<file path="src/rtl/sr_driver_pkg.sv">
// Shared types and constants for the SR latch driver.
// Holds the FSM state encoding, expected readback codes and a max helper.
package sr_driver_pkg;

    typedef enum logic [1:0] {
        IDLE,
        PULSE,
        GAP,
        CHECK
    } sr_state_t;

    // Expected {Q,Qbar} after a set / reset command
    localparam logic [1:0] SR_EXP_SET = 2'b10;
    localparam logic [1:0] SR_EXP_RST = 2'b01;

    function automatic int sr_max3(input int a, input int b, input int c);
        int m;
        m = (a > b) ? a : b;
        return (m > c) ? m : c;
    endfunction

endpackage

</file>
<file path="src/rtl/sr_latch_driver_if.sv">
// Command handshake plus latch drive/readback bundle for sr_latch_driver.
// slave: the driver (accepts commands, drives S/R); master: requester side.
interface sr_latch_driver_if;

    logic req_valid;
    logic req_set;
    logic req_ready;
    logic S;
    logic R;
    logic Q;
    logic Qbar;
    logic done;
    logic err;
    logic state_q;
    logic state_known;

    modport slave (
        input  req_valid,
        input  req_set,
        input  Q,
        input  Qbar,
        output req_ready,
        output S,
        output R,
        output done,
        output err,
        output state_q,
        output state_known
    );

    modport master (
        output req_valid,
        output req_set,
        output Q,
        output Qbar,
        input  req_ready,
        input  S,
        input  R,
        input  done,
        input  err,
        input  state_q,
        input  state_known
    );

endinterface

</file>
<file path="src/rtl/sr_readback_sync.sv">
// Registers latch readback {Q,Qbar} before the driver compares it.
// Ports: clk, n_rst (async low), i_q, i_qbar -> o_rb = {Q,Qbar} delayed.
// SR_LATCH_DRIVER_SYNC_EN selects a two-flop synchronizer, else one flop.
module sr_readback_sync (
    input  logic       clk,
    input  logic       n_rst,
    input  logic       i_q,
    input  logic       i_qbar,
    output logic [1:0] o_rb
);

`ifdef SR_LATCH_DRIVER_SYNC_EN
    logic [1:0] r_meta;
    logic [1:0] r_sync;

    always_ff @(posedge clk or negedge n_rst) begin
        if (!n_rst) begin
            r_meta <= 2'b00;
            r_sync <= 2'b00;
        end else begin
            r_meta <= {i_q, i_qbar};
            r_sync <= r_meta;
        end
    end

    assign o_rb = r_sync;
`else
    logic [1:0] r_rb;

    always_ff @(posedge clk or negedge n_rst) begin
        if (!n_rst) begin
            r_rb <= 2'b00;
        end else begin
            r_rb <= {i_q, i_qbar};
        end
    end

    assign o_rb = r_rb;
`endif

endmodule

</file>
<file path="src/rtl/sr_latch_driver.sv">
// Drives S/R of an external SR latch from a valid/ready command and
// confirms the new state via Q/Qbar readback. Ports: clk, n_rst (async
// low), bus (slave modport: req_valid/req_set/req_ready, S, R, Q, Qbar,
// done, err, state_q, state_known). Option: SR_LATCH_DRIVER_SYNC_EN.
module sr_latch_driver
    import sr_driver_pkg::*;
#(
    parameter int PULSE_CYCLES   = 4,
    parameter int GAP_CYCLES     = 2,
    parameter int TIMEOUT_CYCLES = 8
) (
    input  logic               clk,
    input  logic               n_rst,
    sr_latch_driver_if.slave   bus
);

    localparam int CW =
        $clog2(sr_max3(PULSE_CYCLES, GAP_CYCLES, TIMEOUT_CYCLES) + 1);

    localparam logic [CW-1:0] PULSE_LD = CW'(PULSE_CYCLES - 1);
    localparam logic [CW-1:0] GAP_LD   = CW'(GAP_CYCLES - 1);
    localparam logic [CW-1:0] TOUT_LD  = CW'(TIMEOUT_CYCLES - 1);
    localparam logic [CW-1:0] CNT_ONE  = CW'(1);
    localparam logic [CW-1:0] CNT_ZERO = '0;

    sr_state_t     r_state;
    logic [CW-1:0] r_cnt;
    logic          r_cmd;
    logic          r_s;
    logic          r_r;
    logic          r_ready;
    logic          r_done;
    logic          r_err;
    logic          r_state_q;
    logic          r_known;

    logic [1:0]    w_rb;
    logic [1:0]    w_exp;
    logic          w_match;
    logic          w_cnt_zero;

    sr_readback_sync u_sync (
        .clk    (clk),
        .n_rst  (n_rst),
        .i_q    (bus.Q),
        .i_qbar (bus.Qbar),
        .o_rb   (w_rb)
    );

    assign w_exp      = r_cmd ? SR_EXP_SET : SR_EXP_RST;
    // 00/11 never equal an expected code; X/Z never compare true
    assign w_match    = (w_rb == w_exp);
    assign w_cnt_zero = (r_cnt == CNT_ZERO);

    always_ff @(posedge clk or negedge n_rst) begin
        if (!n_rst) begin
            r_state   <= IDLE;
            r_cnt     <= CNT_ZERO;
            r_cmd     <= 1'b0;
            r_s       <= 1'b0;
            r_r       <= 1'b0;
            r_ready   <= 1'b1;
            r_done    <= 1'b0;
            r_err     <= 1'b0;
            r_state_q <= 1'b0;
            r_known   <= 1'b0;
        end else begin
            r_done <= 1'b0;
            r_err  <= 1'b0;
            unique case (r_state)
                IDLE: begin
                    if (bus.req_valid) begin
                        r_cmd   <= bus.req_set;
                        // S and R come from one bit, never both high
                        r_s     <= bus.req_set;
                        r_r     <= !bus.req_set;
                        r_cnt   <= PULSE_LD;
                        r_ready <= 1'b0;
                        r_state <= PULSE;
                    end
                end
                PULSE: begin
                    if (w_cnt_zero) begin
                        r_s     <= 1'b0;
                        r_r     <= 1'b0;
                        r_cnt   <= GAP_LD;
                        r_state <= GAP;
                    end else begin
                        r_cnt <= r_cnt - CNT_ONE;
                    end
                end
                GAP: begin
                    if (w_cnt_zero) begin
                        r_cnt   <= TOUT_LD;
                        r_state <= CHECK;
                    end else begin
                        r_cnt <= r_cnt - CNT_ONE;
                    end
                end
                CHECK: begin
                    if (w_match) begin
                        r_done    <= 1'b1;
                        r_state_q <= r_cmd;
                        r_known   <= 1'b1;
                        r_ready   <= 1'b1;
                        r_state   <= IDLE;
                    end else if (w_cnt_zero) begin
                        r_err   <= 1'b1;
                        r_ready <= 1'b1;
                        r_state <= IDLE;
                    end else begin
                        r_cnt <= r_cnt - CNT_ONE;
                    end
                end
                default: begin
                    r_s     <= 1'b0;
                    r_r     <= 1'b0;
                    r_ready <= 1'b1;
                    r_state <= IDLE;
                end
            endcase
        end
    end

    assign bus.req_ready   = r_ready;
    assign bus.S           = r_s;
    assign bus.R           = r_r;
    assign bus.done        = r_done;
    assign bus.err         = r_err;
    assign bus.state_q     = r_state_q;
    assign bus.state_known = r_known;

endmodule

</file>
<file path="src/flat_wrapper.sv">
// flat-port wrapper written by rule: the top's interface ports become plain ports
module sr_latch_driver_flat import sr_driver_pkg::*;
#(
    parameter int PULSE_CYCLES   = 4,
    parameter int GAP_CYCLES     = 2,
    parameter int TIMEOUT_CYCLES = 8
)
  (clk, n_rst, bus_req_valid, bus_req_set, bus_Q, bus_Qbar, bus_req_ready, bus_S, bus_R, bus_done, bus_err, bus_state_q, bus_state_known);
  sr_latch_driver_if bus_i ();
  input  logic clk;
  input  logic n_rst;
  input wire logic [$bits(bus_i.req_valid)-1:0] bus_req_valid;
  input wire logic [$bits(bus_i.req_set)-1:0] bus_req_set;
  input wire logic [$bits(bus_i.Q)-1:0] bus_Q;
  input wire logic [$bits(bus_i.Qbar)-1:0] bus_Qbar;
  output wire logic [$bits(bus_i.req_ready)-1:0] bus_req_ready;
  output wire logic [$bits(bus_i.S)-1:0] bus_S;
  output wire logic [$bits(bus_i.R)-1:0] bus_R;
  output wire logic [$bits(bus_i.done)-1:0] bus_done;
  output wire logic [$bits(bus_i.err)-1:0] bus_err;
  output wire logic [$bits(bus_i.state_q)-1:0] bus_state_q;
  output wire logic [$bits(bus_i.state_known)-1:0] bus_state_known;
  assign bus_i.req_valid = bus_req_valid;
  assign bus_i.req_set = bus_req_set;
  assign bus_i.Q = bus_Q;
  assign bus_i.Qbar = bus_Qbar;
  assign bus_req_ready = bus_i.req_ready;
  assign bus_S = bus_i.S;
  assign bus_R = bus_i.R;
  assign bus_done = bus_i.done;
  assign bus_err = bus_i.err;
  assign bus_state_q = bus_i.state_q;
  assign bus_state_known = bus_i.state_known;
  sr_latch_driver #(.PULSE_CYCLES(PULSE_CYCLES), .GAP_CYCLES(GAP_CYCLES), .TIMEOUT_CYCLES(TIMEOUT_CYCLES)) u_core (.clk(clk), .n_rst(n_rst), .bus(bus_i));
endmodule
</file>
<file path="config.mk">
export PLATFORM = sky130hd
export DESIGN_NAME = sr_latch_driver_flat
export DESIGN_NICKNAME = d
export VERILOG_FILES = /design/src/rtl/sr_driver_pkg.sv /design/src/rtl/sr_latch_driver_if.sv /design/src/rtl/sr_readback_sync.sv /design/src/rtl/sr_latch_driver.sv /design/src/flat_wrapper.sv
export SDC_FILE = /design/constraint.sdc
export NUM_CORES = 1
export LEC_CHECK = 0
export ABC_AREA = 1
export CAP_MARGIN = 30
export CORE_MARGIN = 2
export CORE_UTILIZATION = 41
export CTS_BUF_LIST = sky130_fd_sc_hd__clkbuf_16
export CTS_CLUSTER_DIAMETER = 30
export CTS_CLUSTER_SIZE = 25
export DETAILED_ROUTE_END_ITERATION = 10
export PLACE_DENSITY = 0.69
export REMOVE_ABC_BUFFERS = 1
export SETUP_SLACK_MARGIN = 0.15
export SLEW_MARGIN = 10
export SYNTH_ARGS = -nofsm -noshare
export SYNTH_HDL_FRONTEND = slang
export SYNTH_SLANG_ARGS = --single-unit
</file>
<file path="constraint.sdc">
create_clock -name clk -period 1.5 [get_ports clk]
set_clock_uncertainty 0.2 [all_clocks]
set_input_delay 0.15 -clock clk [delete_from_list [all_inputs] [get_ports clk]]
set_output_delay 0.15 -clock clk [all_outputs]
set_load 0.005 [all_outputs]
</file>
Word level (Yosys, flattened, before mapping)

Index checks and enable logic that the tools add are counted.

Register bits after elaboration: 16
Input bits: 6
Output and inout bits: 7
Logic and storage cells: 60

$add $sub $neg: 1
Equal/unequal tests: 10
Multiplexer cells: 27
Reduce and logical (&&, ||, !) cells: 11

Operators with widths:

| kind                                                                  | count |
|---|---|
| 4-bit 2-to-1 mux                                                      | 5 |
| 4-bit case mux with 4 select lines                                    | 1 |
| 2-bit 2-to-1 mux                                                      | 6 |
| 1-bit 2-to-1 mux                                                      | 11 |
| 3-bit AND reduction                                                   | 3 |
| 2-bit case mux with 4 select lines                                    | 1 |
| 2-bit != test, second input constant                                  | 3 |
| 1-bit case mux with 2 select lines                                    | 3 |
| 2-bit equality test, second input constant                            | 2 |
| 4-bit zero test                                                       | 1 |
| 2-bit by 1-bit != test with 1-bit output, second input constant       | 2 |
| 2-bit AND reduction                                                   | 2 |
| 4-bit AND reduction                                                   | 1 |
| 2-bit nonzero test                                                    | 2 |
| 4-bit by 1-bit subtractor with 4-bit output, second input constant    | 1 |
| 3-bit by 1-bit != test with 1-bit output, second input constant       | 1 |
| 2-bit by 1-bit equality test with 1-bit output, second input constant | 1 |
| 2-bit equality test                                                   | 1 |
| 2-bit zero test                                                       | 1 |
| 1-bit zero test                                                       | 1 |

Depth between registers and ports, before layout

Word-level depth: 4
Depth in mapped cells: 10
Mapped depth without buffers: 10

By module

From an unflattened synthesis, not the netlist that was laid out.

Cell total of the unflattened synthesis: 116
Area, all modules: 947.2 um^2

Modules (own cells, without submodules):

| module           | instances | cells each | area each (um^2) | sequential area each (um^2) |
|---|---|---|---|---|
| sr_latch_driver  | 1         | 114        | 897.1            | 351.6 |
| sr_readback_sync | 1         | 2          | 50.0             | 50.0 |

Worst setup path after synthesis

OpenSTA, ideal clock, no wires.

Path type: reg2reg
Start: register u_core.r_cnt[0]
End: register u_core.r_state[0]
Arrival time: 1,240 ps
Data required time: 1,183 ps
Setup slack: -57 ps
Cell stages (with the launch flop): 10
Buffers on the path: 0
Cell sequence: dfrtp_1 -> inv_1 -> ha_1 -> nand3_4 -> nand2_4 -> nand2_2 -> nor2_4 -> nand2_2 -> nand2_1 -> nand2_1

Word-level cells in the longest chain between the ends: 3
Elaborated cells on any way between the ends: 5
Classes of those cells: 3 x eq/ne; 2 x reduce/logical

Ends and longest elaborated chain:

| item                                                                                                                  | RTL line               | RTL |
|---|---|---|
| from (decl)                                                                                                           | sr_latch_driver.sv:27  | `logic [CW-1:0] r_cnt;` |
| from (signal assigned)                                                                                                | sr_latch_driver.sv:89  | `r_cnt <= r_cnt - CNT_ONE;` |
| from (signal assigned)                                                                                                | sr_latch_driver.sv:97  | `r_cnt <= r_cnt - CNT_ONE;` |
| from (signal assigned)                                                                                                | sr_latch_driver.sv:112 | `r_cnt <= r_cnt - CNT_ONE;` |
| 4-bit zero test (*)                                                                                                   | sr_latch_driver.sv:53  | `assign w_cnt_zero = (r_cnt == CNT_ZERO);` |
| 3-bit by 1-bit != test with 1-bit output (no source line) or 2-bit by 1-bit != test with 1-bit output (tied branches) | -                      |  |
| 4-bit AND reduction (no source line) (*)                                                                              | -                      |  |
| to (signal assigned)                                                                                                  | sr_latch_driver.sv:57  | `r_state <= IDLE;` |
| to (signal assigned)                                                                                                  | sr_latch_driver.sv:79  | `r_state <= PULSE;` |
| to (signal assigned)                                                                                                  | sr_latch_driver.sv:87  | `r_state <= GAP;` |
| to (decl)                                                                                                             | sr_latch_driver.sv:26  | `sr_state_t r_state;` |

Every way passes the cells marked *; elsewhere a longest branch is shown, timed or not.
A chain may end at the register's enable or synchronous reset.

Final worst setup path

Start: register u_core.r_cnt[1]
End: register u_core.r_cnt[0]

Word-level cells in the longest chain between the ends: 3
Elaborated cells on any way between the ends: 6
Classes of those cells: 1 x eq/ne; 3 x mux; 2 x reduce/logical

Ends and longest elaborated chain:

| item                                                                      | RTL line              | RTL |
|---|---|---|
| 4-bit zero test (*)                                                       | sr_latch_driver.sv:53 |  |
| 4-bit 2-to-1 mux (tied with other cells)                                  | sr_latch_driver.sv:93 | `if (w_cnt_zero) begin` |
| 4-bit case mux with 4 select lines or 3-bit AND reduction (tied branches) | -                     |  |

Marks and branches as above.

==> summary by stage <==
Run status
The flow ran to the end, but the final reports show violations. The final reports fail on negative setup slack.

Cells and area
More flip-flops sit in one register than any other, and that register is u_core.r_cnt. The number of nets in the layout is 161. The area taken by multi-input logic gates is 574 µm².

The number of flip-flops under the largest register name is 4. The area growth from synthesis to layout is 49.4%. The fraction of final layout cells with drive strength greater than 1 is 0.450. The final standard cell count with taps included and fillers excluded is 177.

The number of antenna diodes in the final layout is 0. The register cell area after layout is 404 µm². The utilization after layout is 0.643. The filler cells instantiated in the layout total 192.

GRT
The total overflow left after global routing is 0. Entering global routing, the biggest net connects 17 pins. The initial antenna violation count is 0. The total global-route track usage is 0.202. The via count of the first global-routing pass is 851.

The first global-routing pass estimated 3860 µm of wire.

Critical path
The largest single stage delay on the critical path is 0.37 ns. The endpoint required time on the critical path is 1.47 ns. The depth of the most critical reg-to-reg path is 8.

In this run the worst path has a maximum fanout of 5. The worst flop-to-flop path startpoint is u_core.r_cnt[1]. The arrival time reported for the critical path endpoint is 1.49 ns.

The category of the critical setup timing path is reg2reg. The critical path contains buffers and inverters numbering 2 combined. The worst setup path is captured at a register.

Among all stages on the critical path, the largest delay is contributed by sky130_fd_sc_hd__dfrtp_1. The worst register-to-register path has a setup slack of -0.02 ns. Traced cell by cell, the critical path runs through inv_2 > ha_4 > buf_4 > nand4_4 > nand2_4 > nor2_4 > nand2_2 > o21ai_2. The end of the worst register-to-register path is u_core.r_cnt[0]. The kind of cell with the highest combined delay along the critical path is simple AND/OR/NAND/NOR gates. The worst setup path is launched from a register.

Die
The total area inside the core boundary comes to 2210 µm². The effective utilization at floorplan is 0.430. The floorplan step set the die width to 52.2 µm. The height of the chip is 52.2 µm. The die footprint is 2720 µm².

13 I/O pins were placed. The floorplan has 17 rows.

Detailed routing
For this run, the detailed router's first-pass iteration total came to 4. The detailed-route via count is 853. The via density per instance is 4.82. The routed wirelength normalized by instance count is 13.0 µm. Summed over all layers, the routed wires come to 2300 µm. The first routing iteration left 15 violations. The remaining antenna violation count after routing is 0. In the routed design, unresolved DRC markers number 0.

STA
The tightest hold margin is 0.0263 ns. The post-route setup TNS is -0.0477 ns. Setup slack on the critical path of the routed design comes to -0.0219 ns.

The number of pins exceeding their max-slew limit in the final report came to 0. The total of endpoints with negative setup slack in the final report is 4. The share of the clock period used by the worst path after layout is 1.01. For the pin with the worst max-slew slack, the measured transition is 0.242 ns. Setup repair after global routing could not meet its margin everywhere. The relative max-transition margin is 0.839. The total count of hold-check failures in the final report is 0.

The smallest clock period supported by the final layout is computed as 1.52 ns. The top achievable clock speed is 0.657 GHz.

Synth
Yosys mapped the design onto 20 distinct sky130hd cell types. The number of register bits inferred by synthesis is 16. In the synthesized netlist the dominant register cell turns out to be sky130_fd_sc_hd__dfrtp_1.

The number of synthesized flops with an enable pin is 0. After synthesis the cells add up to 952 µm². Of all cell types, the one taking the most synthesized area is sky130_fd_sc_hd__dfrtp_1. The Yosys step of the flow raised 0 warnings. The share of synthesized area occupied by flip-flops and latches is 0.422.

Counting every instance in the synthesized netlist gives 116. The share of async-settable or async-resettable flops after synthesis is 1.00. The share of synthesized area in the top cell type comes to 0.394. Yosys attributes the largest share of cell area to sky130_fd_sc_hd__dfrtp_1, sky130_fd_sc_hd__nand2_1, sky130_fd_sc_hd__ha_1, sky130_fd_sc_hd__nand3_1, sky130_fd_sc_hd__inv_1. After synthesis, the mean cell area works out to 8.21 µm².

Pwr
The final total power is 3.35 mW. Dividing total power by cell area gives a power density of 2360 nW/µm². VDD sags by at most 0.00147 V. The static leakage power is 0.705 nW.

Worst hold path
The tightest min-delay check is of the in2async type.

Placement
Including well taps, the total number of placed cells is 165. In this run the tool buffered the top-level ports with 12 buffer cells. Detailed placement finished with a half-perimeter wire length of 1530 µm. The global placer's final weighted congestion is 0.795.

Clock tree
The deepest clock path buffer count is 2. Clock latency on the worst-skew pair, taken at its later pin, is 0.25 ns. TritonCTS created 3 clock buffers.

The root buffer cell is sky130_fd_sc_hd__clkbuf_16. Buffers inserted to repair hold after CTS numbered 0. After clock tree synthesis, the clock-pin slew on the worst setup and hold paths is 0.05 ns. The clock net sink count is 16. CTS built an H-tree with a depth of 1. The clock tree from TritonCTS is done.

Job
Max-cap violations in this run came to 0.
[layout by cell type (no fill, tap or decap), types with 2 or more instances in the layout]
master / synthesis / final
sky130_fd_sc_hd__inv_4: 0 / 3
sky130_fd_sc_hd__dfrtp_1: 15 / 13
sky130_fd_sc_hd__nand3_4: 1 / 2
sky130_fd_sc_hd__ha_4: 0 / 3
sky130_fd_sc_hd__nand2_2: 5 / 7
sky130_fd_sc_hd__dlygate4sd2_1: 0 / 6
sky130_fd_sc_hd__nor2_4: 4 / 4
sky130_fd_sc_hd__dfrtp_2: 0 / 2
sky130_fd_sc_hd__buf_4: 0 / 15
sky130_fd_sc_hd__a21oi_1: 4 / 3
sky130_fd_sc_hd__inv_2: 8 / 10
sky130_fd_sc_hd__nand2_4: 3 / 5
sky130_fd_sc_hd__clkbuf_16: 0 / 3
sky130_fd_sc_hd__o21ai_1: 4 / 4
sky130_fd_sc_hd__buf_6: 0 / 2
sky130_fd_sc_hd__inv_1: 12 / 7
sky130_fd_sc_hd__nand3_1: 9 / 8
sky130_fd_sc_hd__nor2_2: 0 / 3
sky130_fd_sc_hd__clkdlybuf4s50_1: 0 / 5
sky130_fd_sc_hd__nand2_1: 34 / 30
[cells by family (layout without fill, tap and decap cells)]
group / after synthesis / in the layout / share of synthesized area
AND/OR/NAND/NOR: 63 / 63 / 0.361
AO/OA/AOI/OAI: 12 / 12 / 0.0723
flip-flops: 16 / 16 / 0.422
adder cells (fa/ha/maj): 5 / 5 / 0.0657
buffers and inverters: 20 / 53 / 0.0788
[final cells by class]
cell class | count | area share
multi-input cells | 80 | 0.404
repair buffers | 29 | 0.174
well taps | 28 | 0.0246
clock inverters | 1 | 0.00264
flip-flops and latches | 16 | 0.284
inverters | 20 | 0.0580
clock buffers | 3 | 0.0528
[synth_stat cells, drive strengths merged, types with 4 or more instances]
cell type and number:
a21oi 4, dfrtp 15, ha 5, inv 20
nand2 42, nand3 11, nor2 8, o21ai 6
[power by group]
| group | internal [mW] | switching (mW) |
|---|---|---|
| clock | 0.354 | 0.169 |
| sequential | 0.608 | 0.133 |
| combinational | 0.962 | 1.13 |
[metal layers]
layer | vias up | share of wire | global-route usage
li1 | 428 | - | -
met5 | - | 0 | 0
met1 | 397 | 0.39 | 0.220
met2 | 26 | 0.56 | 0.378
met3 | 2 | 0.049 | 0.0514
met4 | 0 | 0.0035 | 0.0641
[through the flow]
step,setup slack (ns),instance area (µm²)
floorplan,-0.0572,952
global placement,-0.0499,1170
detailed placement,-0.113,1170
CTS,-0.0171,1390
global route,-0.0995,1420
finish,-0.0219,1420
[worst max path at each step]
stage | cells past startpoint | startpoint | endpoint
after floorplan | 9 | u_core.r_cnt[0] | u_core.r_state[0]
after global placement | 9 | u_core.r_state[0] | u_core.r_cnt[0]
after detailed placement | 9 | u_core.r_cnt[0] | u_core.r_state[0]
after CTS | 10 | u_core.r_state[1] | u_core.r_state[1]
after global routing | 9 | u_core.r_cnt[0] | u_core.r_state[1]
final | 8 | u_core.r_cnt[1] | u_core.r_cnt[0]
[timing repair]
item	CTS	global route
gates resized for setup	35	8
setup buffers	7	1
setup endpoints to repair	19	13
gates cloned	0	0
pin swaps	14	14
No activity file was read; power rests on OpenSTA's default activity.
==> edit: new RTL, same flow settings <==
Encoding of `sr_state_t`: now one-hot (4 bits for 4 states).
--- a/src/rtl/sr_driver_pkg.sv
+++ b/src/rtl/sr_driver_pkg.sv
@@ -2,11 +2,11 @@
 // Holds the FSM state encoding, expected readback codes and a max helper.
 package sr_driver_pkg;
 
-    typedef enum logic [1:0] {
-        IDLE,
-        PULSE,
-        GAP,
-        CHECK
+    typedef enum logic [3:0] {
+        IDLE  = 4'b0001,
+        PULSE = 4'b0010,
+        GAP   = 4'b0100,
+        CHECK = 4'b1000
     } sr_state_t;
 
     // Expected {Q,Qbar} after a set / reset command
Formal check against the unedited RTL: same outputs for any inputs over 10 cycles, from zero or initial values and one cycle with n_rst low; not proved beyond that.
==> edit against the unedited design <==
The run still ends with negative setup slack left; sequential power hardly changed; sequential cell count is 2 higher; synthesized area is 3.8% higher; setup slack worse by 57 ps; power is 16% lower; sequential share of layout area is 2.6 points higher; wire length is 0.74% higher; count of clock-buffer cells in the layout stayed put; first-iteration DRC count stayed put; design area is 2.6% higher.
==> edit: results (changes against the unedited design) <==
Run status
  • Status: finished, violations left
  • Failing checks: negative setup slack

Global route
  • Number of global-route vias before repair: 922 (+8.3%)
  • Met3 Resource Use GR: 6.78% (+1.6 points)
  • Pin count of the biggest net entering global routing: 19 (+2)
  • Routing usage on met2: 33.3% (-4.4 points)
  • GRT Resource Usage Total: 20.0% (-0.21 points)

Yosys
  • Number of distinct library cell variants in the gate-level netlist after synthesis: 23 (+15%)
  • Sequential share of the synthesized area: 45.8% (+3.6 points)
  • Yosys top cell area share: 40.5% (+1.1 points)
  • Most area-consuming cells after synthesis: sky130_fd_sc_hd__dfrtp_1 41%, sky130_fd_sc_hd__nand2_1 15%, sky130_fd_sc_hd__dfstp_2 5.3%
  • Leading cell types by count after synthesis: 39 x sky130_fd_sc_hd__nand2_1, 16 x sky130_fd_sc_hd__dfrtp_1, 10 x sky130_fd_sc_hd__nand3_1

Power
  • VDD IR max: 973 uV (-34%)
  • Sw Share: 40.5% (-2.1 points)
  • Leakage dissipation: 0.777 nW (+10%)

Place
  • Sum of net half-perimeters after detailed placement: 1620 um (+5.9%)
  • Worst setup slack before clock tree synthesis: -101 ps (+11.6 ps)
  • Routability congestion estimate from global placement: 0.864 (+8.7%)

Cells and area
  • Relative area of non-clock buffer cells in the final design: 18.4% (+1.0 points)
  • Sequential share of cell area: 31.0% (+2.6 points)
  • Fraction of area in multi-input gates: 37.8% (-2.5 points)
  • Non-clock buffer instance count of the final layout: 32 (+10%)
  • Clk tree area frac: 5.40% (-0.14 points)
  • Number of fillers in the final layout: 180 (-6.3%)
  • Comb_multi_in: 86 (+7.5%)
  • Count of inverters other than clock inverters in the layout: 17 (-15%)

STA
  • Number of endpoints failing setup at the final stage: 8 (+4)
  • Post-layout worst setup margin: -79.3 ps (-57.4 ps)
  • Fin Setup TNS: -401 ps (-353 ps)
  • Relative slew slack: 81.8% (-2.1 points)

Clock network
  • CTS sink count: 18 (+2)

Detailed routing
  • Initial DRT Pass Iterations: 5 (+1)
  • Wire length reported by the detailed router: 2320 um (+0.74%)
  • Total via count in the routed design: 892 (+4.6%)
[edit: cell types whose count changed after synthesis, sizes merged, moves of 2 or more]
cell / change
ha: -3
nor2: +3
inv: -4
nand2: +4
nand4: +3
a21oi: -3
o21ai: +2
[edit: metal layers]
metal  vias up  share of wire [%]
met5         -                  0
met4         0                2.0
met3         4                4.6
met2        15                 51
met1       419                 42
li1        454                  -
[edit: final timing paths]
| kind | cells past startpoint | endpoint | from | slack, ps |
|---|---|---|---|---|
| setup / recovery | 10 | u_core.r_cnt[2] | u_core.r_state[2] | -80 |
| hold / removal | 2 | u_core.bus.state_q | n_rst | 20 |
| setup reg to reg | 10 | u_core.r_cnt[2] | u_core.r_state[2] | -80 |
| hold reg to reg | 2 | u_core.bus.req_ready | u_core.bus.req_ready | 280 |
| max in group asynchronous | 2 | u_core.bus.req_ready | n_rst | 820 |
| min in group clk | 1 | u_core.u_sync.o_rb[0] | bus_Qbar | 130 |
[edit: repair_timing]
action | 4_1_cts | 5_1_grt
hold buffers | 0 | 0
setup endpoints to repair | 20 | 16
setup buffers | 3 | 1
pin swaps | 7 | 7
gates resized for setup | 21 | 24
cloned | 0 | 0
endpoints found under the hold margin | 0 | 0
[edit: kinds of logic (layout without fill, tap and decap cells)]
| logic type | Yosys count | count (layout) | share of synthesized area (%) |
|---|---|---|---|
| buffers and inverters | 17 | 53 | 6.83 |
| XOR/XNOR | 1 | 1 | 0.886 |
| flip-flops | 18 | 18 | 45.8 |
| AO/OA/AOI/OAI | 10 | 10 | 5.32 |
| AND/OR/NAND/NOR | 73 | 73 | 38.6 |
| adder cells (fa/ha/maj) | 2 | 2 | 2.53 |
[edit: critical path, cell delays in order, from the launching register on]
cell                      delay [ps]
sky130_fd_sc_hd__dfrtp_1         420
sky130_fd_sc_hd__inv_2            80
sky130_fd_sc_hd__nand2_2          60
sky130_fd_sc_hd__nor2_4          260
sky130_fd_sc_hd__inv_2           100
sky130_fd_sc_hd__nand2_4          90
sky130_fd_sc_hd__nor2_8           40
sky130_fd_sc_hd__inv_2            60
sky130_fd_sc_hd__nand2_4          60
sky130_fd_sc_hd__nand2_2          70
sky130_fd_sc_hd__nand2_2          40
[edit: power by group through the flow]
stage	registers [mW]	clock network [mW]	logic, mW
2_1_floorplan	0.746	0	0.836
3_3_place_gp	0.731	0	1.29
3_5_place_dp	0.738	0	1.31
4_1_cts	0.729	0.549	1.44
5_1_grt	0.756	0.581	1.68
6_report	0.741	0.544	1.54
[edit: per-stage QoR]
step | std cells | instance area, um2
3_5_place_dp | 177 | 1260
4_1_cts | 184 | 1400
3_3_place_gp | 177 | 1260
5_1_grt | 185 | 1460
6_report | 185 | 1460
2_1_floorplan | 121 | 988
